===== src/rtl/win_lose_pkg.sv =====
// Shared types and constants for the win/lose game datapath.
package win_lose_pkg;

  typedef enum logic [1:0] {
    IDLE   = 2'd0,
    STOP1  = 2'd1,
    STOP2  = 2'd2,
    RESULT = 2'd3
  } state_e;

  localparam int                 DIGIT_W   = 4;
  localparam logic [DIGIT_W-1:0] MAX_DIGIT = 4'd9;

endpackage


===== src/rtl/btn_debounce.sv =====
// Push-button conditioner: 2-flop synchroniser, level debounce, and a
// one-cycle pulse on each accepted rising edge.
module btn_debounce #(
  parameter int DEBOUNCE_CYCLES = 500000
) (
  input  logic clk,
  input  logic rst_n,
  input  logic btn_i,
  output logic press_o
);

  localparam int CNT_W = (DEBOUNCE_CYCLES > 1) ? $clog2(DEBOUNCE_CYCLES) : 1;
  localparam logic [CNT_W-1:0] CNT_LAST = CNT_W'(DEBOUNCE_CYCLES - 1);

  logic             sync1_q, sync2_q;
  logic             level_q, level_d;
  logic             level_dly_q;
  logic [CNT_W-1:0] cnt_q, cnt_d;

  // Count consecutive cycles the synchronised input disagrees with the
  // accepted level; any agreement (a bounce) restarts the count.
  always_comb begin
    level_d = level_q;
    cnt_d   = '0;
    if (sync2_q != level_q) begin
      if (cnt_q == CNT_LAST) begin
        level_d = sync2_q;
      end else begin
        cnt_d = cnt_q + CNT_W'(1);
      end
    end
  end

  // Synchroniser, accepted level, edge-detect delay and debounce counter.
  always_ff @(posedge clk or negedge rst_n) begin
    if (!rst_n) begin
      sync1_q     <= 1'b0;
      sync2_q     <= 1'b0;
      level_q     <= 1'b0;
      level_dly_q <= 1'b0;
      cnt_q       <= '0;
    end else begin
      sync1_q     <= btn_i;
      sync2_q     <= sync1_q;
      level_q     <= level_d;
      level_dly_q <= level_q;
      cnt_q       <= cnt_d;
    end
  end

  assign press_o = level_q & ~level_dly_q;

endmodule


===== src/rtl/reel_stop_judge.sv =====
// Reel stop sequencer: freezes the three reels on successive presses,
// judges the frozen triple and keeps a saturating win tally.
module reel_stop_judge
  import win_lose_pkg::*;
#(
  parameter int DEBOUNCE_CYCLES = 500000,
  parameter int RESULT_CYCLES   = 150000000
) (
  input  logic               clk,
  input  logic               rst_n,
  input  logic               btn,
  input  logic [DIGIT_W-1:0] count1,
  input  logic [DIGIT_W-1:0] count2,
  input  logic [DIGIT_W-1:0] count3,
  output logic [DIGIT_W-1:0] disp1,
  output logic [DIGIT_W-1:0] disp2,
  output logic [DIGIT_W-1:0] disp3,
  output logic               busy,
  output logic               win,
  output logic               lose,
  output logic [7:0]         win_total
);

  localparam int TMR_W = (RESULT_CYCLES > 1) ? $clog2(RESULT_CYCLES) : 1;
  localparam logic [TMR_W-1:0] TMR_LAST = TMR_W'(RESULT_CYCLES - 1);

  // The wrap value (10) or anything above 9 is shown and stored as 0.
  function automatic logic [DIGIT_W-1:0] clamp_digit(input logic [DIGIT_W-1:0] v);
    return (v > MAX_DIGIT) ? '0 : v;
  endfunction

  // Tally increment that holds at 255.
  function automatic logic [7:0] sat_inc(input logic [7:0] v);
    return (v == 8'hFF) ? v : v + 8'd1;
  endfunction

  logic               press;
  state_e             state_q, state_d;
  logic [DIGIT_W-1:0] r1_q, r1_d, r2_q, r2_d, r3_q, r3_d;
  logic [DIGIT_W-1:0] live1, live2, live3;
  logic               win_q, win_d, lose_q, lose_d;
  logic [7:0]         total_q, total_d;
  logic [TMR_W-1:0]   tmr_q, tmr_d;
  logic               match;

  btn_debounce #(
    .DEBOUNCE_CYCLES(DEBOUNCE_CYCLES)
  ) u_btn (
    .clk    (clk),
    .rst_n  (rst_n),
    .btn_i  (btn),
    .press_o(press)
  );

  assign live1 = clamp_digit(count1);
  assign live2 = clamp_digit(count2);
  assign live3 = clamp_digit(count3);

  // Next state: live reels keep tracking, a press simply stops the next reel
  // from updating, so the value present on the press cycle is what is held.
  always_comb begin
    state_d = state_q;
    r1_d    = r1_q;
    r2_d    = r2_q;
    r3_d    = r3_q;
    win_d   = win_q;
    lose_d  = lose_q;
    total_d = total_q;
    tmr_d   = tmr_q;
    match   = 1'b0;
    case (state_q)
      IDLE: begin
        r1_d   = live1;
        r2_d   = live2;
        r3_d   = live3;
        win_d  = 1'b0;
        lose_d = 1'b0;
        if (press) state_d = STOP1;
      end
      STOP1: begin
        r2_d = live2;
        r3_d = live3;
        if (press) state_d = STOP2;
      end
      STOP2: begin
        r3_d = live3;
        if (press) begin
          match   = (r1_q == r2_q) && (r2_q == live3);
          state_d = RESULT;
          tmr_d   = '0;
          win_d   = match;
          lose_d  = ~match;
          if (match) total_d = sat_inc(total_q);
        end
      end
      RESULT: begin
        tmr_d = tmr_q + TMR_W'(1);
        if (press || (tmr_q == TMR_LAST)) begin
          state_d = IDLE;
          win_d   = 1'b0;
          lose_d  = 1'b0;
        end
      end
      default: state_d = IDLE;
    endcase
  end

  // State, reel digits, result flags, tally and result timer.
  always_ff @(posedge clk or negedge rst_n) begin
    if (!rst_n) begin
      state_q <= IDLE;
      r1_q    <= '0;
      r2_q    <= '0;
      r3_q    <= '0;
      win_q   <= 1'b0;
      lose_q  <= 1'b0;
      total_q <= 8'd0;
      tmr_q   <= '0;
    end else begin
      state_q <= state_d;
      r1_q    <= r1_d;
      r2_q    <= r2_d;
      r3_q    <= r3_d;
      win_q   <= win_d;
      lose_q  <= lose_d;
      total_q <= total_d;
      tmr_q   <= tmr_d;
    end
  end

  assign disp1     = r1_q;
  assign disp2     = r2_q;
  assign disp3     = r3_q;
  assign busy      = (state_q == STOP1) || (state_q == STOP2);
  assign win       = win_q;
  assign lose      = lose_q;
  assign win_total = total_q;

endmodule


===== config.mk =====
export PLATFORM = sky130hd
export DESIGN_NAME = reel_stop_judge
export DESIGN_NICKNAME = d
export VERILOG_FILES = /design/src/rtl/win_lose_pkg.sv /design/src/rtl/btn_debounce.sv /design/src/rtl/reel_stop_judge.sv
export SDC_FILE = /design/constraint.sdc
export NUM_CORES = 1
export LEC_CHECK = 0
export ABC_AREA = 1
export CORE_ASPECT_RATIO = 1.25
export CORE_MARGIN = 3
export CORE_UTILIZATION = 50
export CTS_CLUSTER_DIAMETER = 120
export DETAILED_ROUTE_END_ITERATION = 10
export PLACE_DENSITY_LB_ADDON = 0.12
export SYNTH_ARGS = -nofsm -noshare
export SYNTH_HDL_FRONTEND = slang
export SYNTH_SLANG_ARGS = --single-unit

===== constraint.sdc =====
create_clock -name clk -period 2.75 [get_ports clk]
set_clock_uncertainty 0.15 [all_clocks]
set_input_delay 0.825 -clock clk [delete_from_list [all_inputs] [get_ports clk]]
set_output_delay 0.825 -clock clk [all_outputs]
set_load 0.01 [all_outputs]

==> results.md <==
* Worst EP arrival at 1.67 ns
* Root Driver: clkbuf_8
* Reg2Reg Capture Point: tmr_q[6]$_DFFE_PN0P_
* H-tree depth at 3
* Top FF cell, synth: dfrtp_1
* Die width at 89.5 um
* F_max at 0.378 GHz
* DR iter-0 viols at 170
* Area growth, synth to finish at 15.9%
* NetSw at 0.470 mW
* Post-synth EDFFs at 0
* RSZ-0062 raised after global routing: no
* Hold_buf cts at 0
* Worst-margin pin slew at 0.777 ns
* Post-layout net count at 671
* Routed wire length at 10400 um
* Pwr dens at 393 nW/um^2
* Switching Share at 0.236
* Max-cap violations at 0
* Die Area at 9880 um^2
* Critical-path top delay cell: clkdlybuf4s50_1
* Critical path startpoint: state_q[0]$_DFFE_PN0P_
* Async set-or-reset flop fraction in the synthesized netlist at 1.00
* Reg clk slew, reported paths at 0.07 ns
* Overflow after GRT at 0
* I/O Pins at 38
* Setup TNS at 0 ns
* Synth warnings at 0
* Synth Register Bits at 75
* # fillers at 820
* Core Util, Final at 0.603
* Max_slew headroom at 0.477
* Mean area per synthesized cell at 7.26 um^2
* DRC errors left at 0
* Hpwl dp at 8020 um
* Clock Latency Late Sink at 0.35 ns
* Worst setup path end: busy
* WP buf/inv at 2
* Startpoint Class: flip-flop
* Max VDD drop at 0.244 mV
* Register area at 1880 um^2
* Mapped Area at 4360 um^2
* Sinks on Clock Net at 75
* Ant diodes at 0
* Count of unique library cells instantiated by Yosys at 34
* LEAKAGE at 2.36 nW
* Worst hold path class: reg -> reg
* Routed len/inst at 13.5 um
* Delay-heaviest family, CP: buffers and inverters
* FF-to-FF path depth at 9
* Crit path cell chain: inv_1 -> ha_1 -> clkdlybuf4s50_1
* CP Capture Type: primary output
* Area of the multi-input gates at 2150 um^2
* Post-DRT Antenna Nets at 0
* Kind of critical path: reg -> out
* Clk pwr share at 0.365
* CP required at 1.78 ns
* Slew Limit Fails at 0
* Syn_nets at 623
* Flop pwr share at 0.570
* Die Y-Extent at 110 um
* Synthesized instance count at 600
* Initial antenna violation count at 0
* GP Congestion at 0.956
* Seq/Total Area, Yosys at 0.431
* First-pass GRT wire length at 17500 um
* Share of cells above drive strength 1 at 0.0629
* Vias in the first global route at 3846
* Fin crit period at 2.65 ns
* Initial Util at 0.520
* Worst-case clock buffer depth at 2
* Crit path depth at 3
* Crit-path max FO at 5
* CTS tree: yes
* Port bufs at 37
* Final Hold Viols at 0
* Setup violators final at 0
* Pint at 1.52 mW
* Vias per cell at 5.32
* Via count at 4089
* Comb pwr share at 0.065
* Outcome: finished clean
* Num CTS Buffers at 9
* All-layer global routing usage at 0.229
* Row cnt at 37
* Core Box Area at 8380 um^2
* Worst r2r src: state_q[0]$_DFFE_PN0P_
* Largest net degree at the start of global routing at 38
* FF-to-FF setup slack at 0.43 ns
* Final Cycle Share at 0.962
* Drt first pass iters at 5
* Max stage delay on crit path at 0.55 ns
==> registers in the layout, summed over array words and instances, names as in the netlist, 2 cells and up <==
register     count
state_q          2
tmr_q           28
disp1            4
disp2            4
disp3            4
u_btn.cnt_q     19
win_total        8
==> power by group through the flow <==
stage | Sequential [mW] | Combinational (mW) | Clock [mW]
after floorplan | 1.15 | 0.0467 | 0
after global placement | 1.15 | 0.130 | 0
after detailed placement | 1.15 | 0.132 | 0
after CTS | 1.13 | 0.132 | 0.756
after global routing | 1.13 | 0.147 | 0.796
final | 1.13 | 0.129 | 0.726
==> worst min-delay path by stage <==
| stage | startpoint | end | slack (ns) | cells past startpoint |
|---|---|---|---|---|
| floorplan | u_btn.sync1_q$_DFF_PN0_ | u_btn.sync2_q$_DFF_PN0_ | 0.18 | 0 |
| global placement | u_btn.sync1_q$_DFF_PN0_ | u_btn.sync2_q$_DFF_PN0_ | 0.19 | 0 |
| detailed placement | u_btn.sync1_q$_DFF_PN0_ | u_btn.sync2_q$_DFF_PN0_ | 0.19 | 0 |
| CTS | u_btn.sync1_q$_DFF_PN0_ | u_btn.sync2_q$_DFF_PN0_ | 0.21 | 0 |
| global route | u_btn.sync1_q$_DFF_PN0_ | u_btn.sync2_q$_DFF_PN0_ | 0.22 | 0 |
| finish | u_btn.sync1_q$_DFF_PN0_ | u_btn.sync2_q$_DFF_PN0_ | 0.20 | 0 |
==> stage by stage <==
| step | hold slack (ns) | total power, mW | cell area (um^2) | cells | worst slack, ns |
|---|---|---|---|---|---|
| 2_1_floorplan | 0.181 | 1.20 | 4360 | 600 | 0.730 |
| 3_3_place_gp | 0.188 | 1.28 | 4880 | 753 | 0.0833 |
| 3_5_place_dp | 0.192 | 1.28 | 4880 | 753 | -0.0570 |
| 4_1_cts | 0.208 | 2.02 | 5040 | 768 | 0.0288 |
| 5_1_grt | 0.221 | 2.08 | 5050 | 769 | 0.0344 |
| 6_report | 0.205 | 1.99 | 5050 | 769 | 0.104 |
==> synthesized netlist by cell type, types with 2 or more instances <==
cell type  number  area [um^2]
inv_2           5         18.8
nand4_1        28          175
o21ai_1         6         30.0
clkbuf_1        4         15.0
nand2_1       154          578
or2_2           2         12.5
o21ai_0        27          135
inv_1          76          285
nor3_4          2         32.5
nor2_1         80          300
a21oi_1        16         80.1
nor2_2          3         18.8
nor3_1         20          100
ha_1            8          100
a31o_2          2         17.5
xor2_1         15          131
dfrtp_1        75         1880
xnor2_1         3         26.3
nand3_1        59          295
==> layout by cell type (no fill, tap or decap), types with 2 or more instances in the layout <==
master / synthesis / final
nor2_1: 80 / 80
nor3_1: 20 / 20
a31o_2: 2 / 2
nor3_4: 2 / 2
clkdlybuf4s50_1: 0 / 36
clkbuf_8: 0 / 10
nor2_2: 3 / 3
or2_2: 2 / 2
nand2_1: 154 / 154
o21ai_1: 6 / 6
nand3_1: 59 / 59
inv_1: 76 / 76
a21oi_1: 16 / 16
nand4_1: 28 / 28
xor2_1: 15 / 15
clkinv_2: 0 / 3
o21ai_0: 27 / 27
buf_4: 1 / 7
clkbuf_1: 4 / 2
xnor2_1: 3 / 3
inv_2: 5 / 5
dfrtp_1: 75 / 74
ha_1: 8 / 8
==> repair_timing <==
action	4_1_cts	5_1_grt
gates resized for setup	0	1
setup buffers	0	1
setup endpoints to repair	0	1
==> cell type report <==
class	instances	area share
inverters	81	0.0602
clock inverters	3	0.00297
multi-input cells	438	0.425
flip-flops and latches	75	0.372
well taps	117	0.0290
repair buffers	43	0.0818
clock buffers	12	0.0287
==> per-layer routing <==
layer  global-route usage  vias to the layer above  part of all wire
met1                0.283                     1951              0.44
met3               0.0431                       18             0.026
met2                0.389                       74              0.51
met4               0.0968                        0             0.026
met5                    0                        -                 0
li1                     -                     2046                 -
==> cells by family after synthesis <==
logic type,count (synthesis),share of synthesized area
xor+xnor,18,0.0362
simple gates,355,0.361
flops,75,0.431
buf+inv,87,0.0761
compound gates,57,0.0732
fa+ha+maj,8,0.0230
Power figures use the tool's default switching activity.
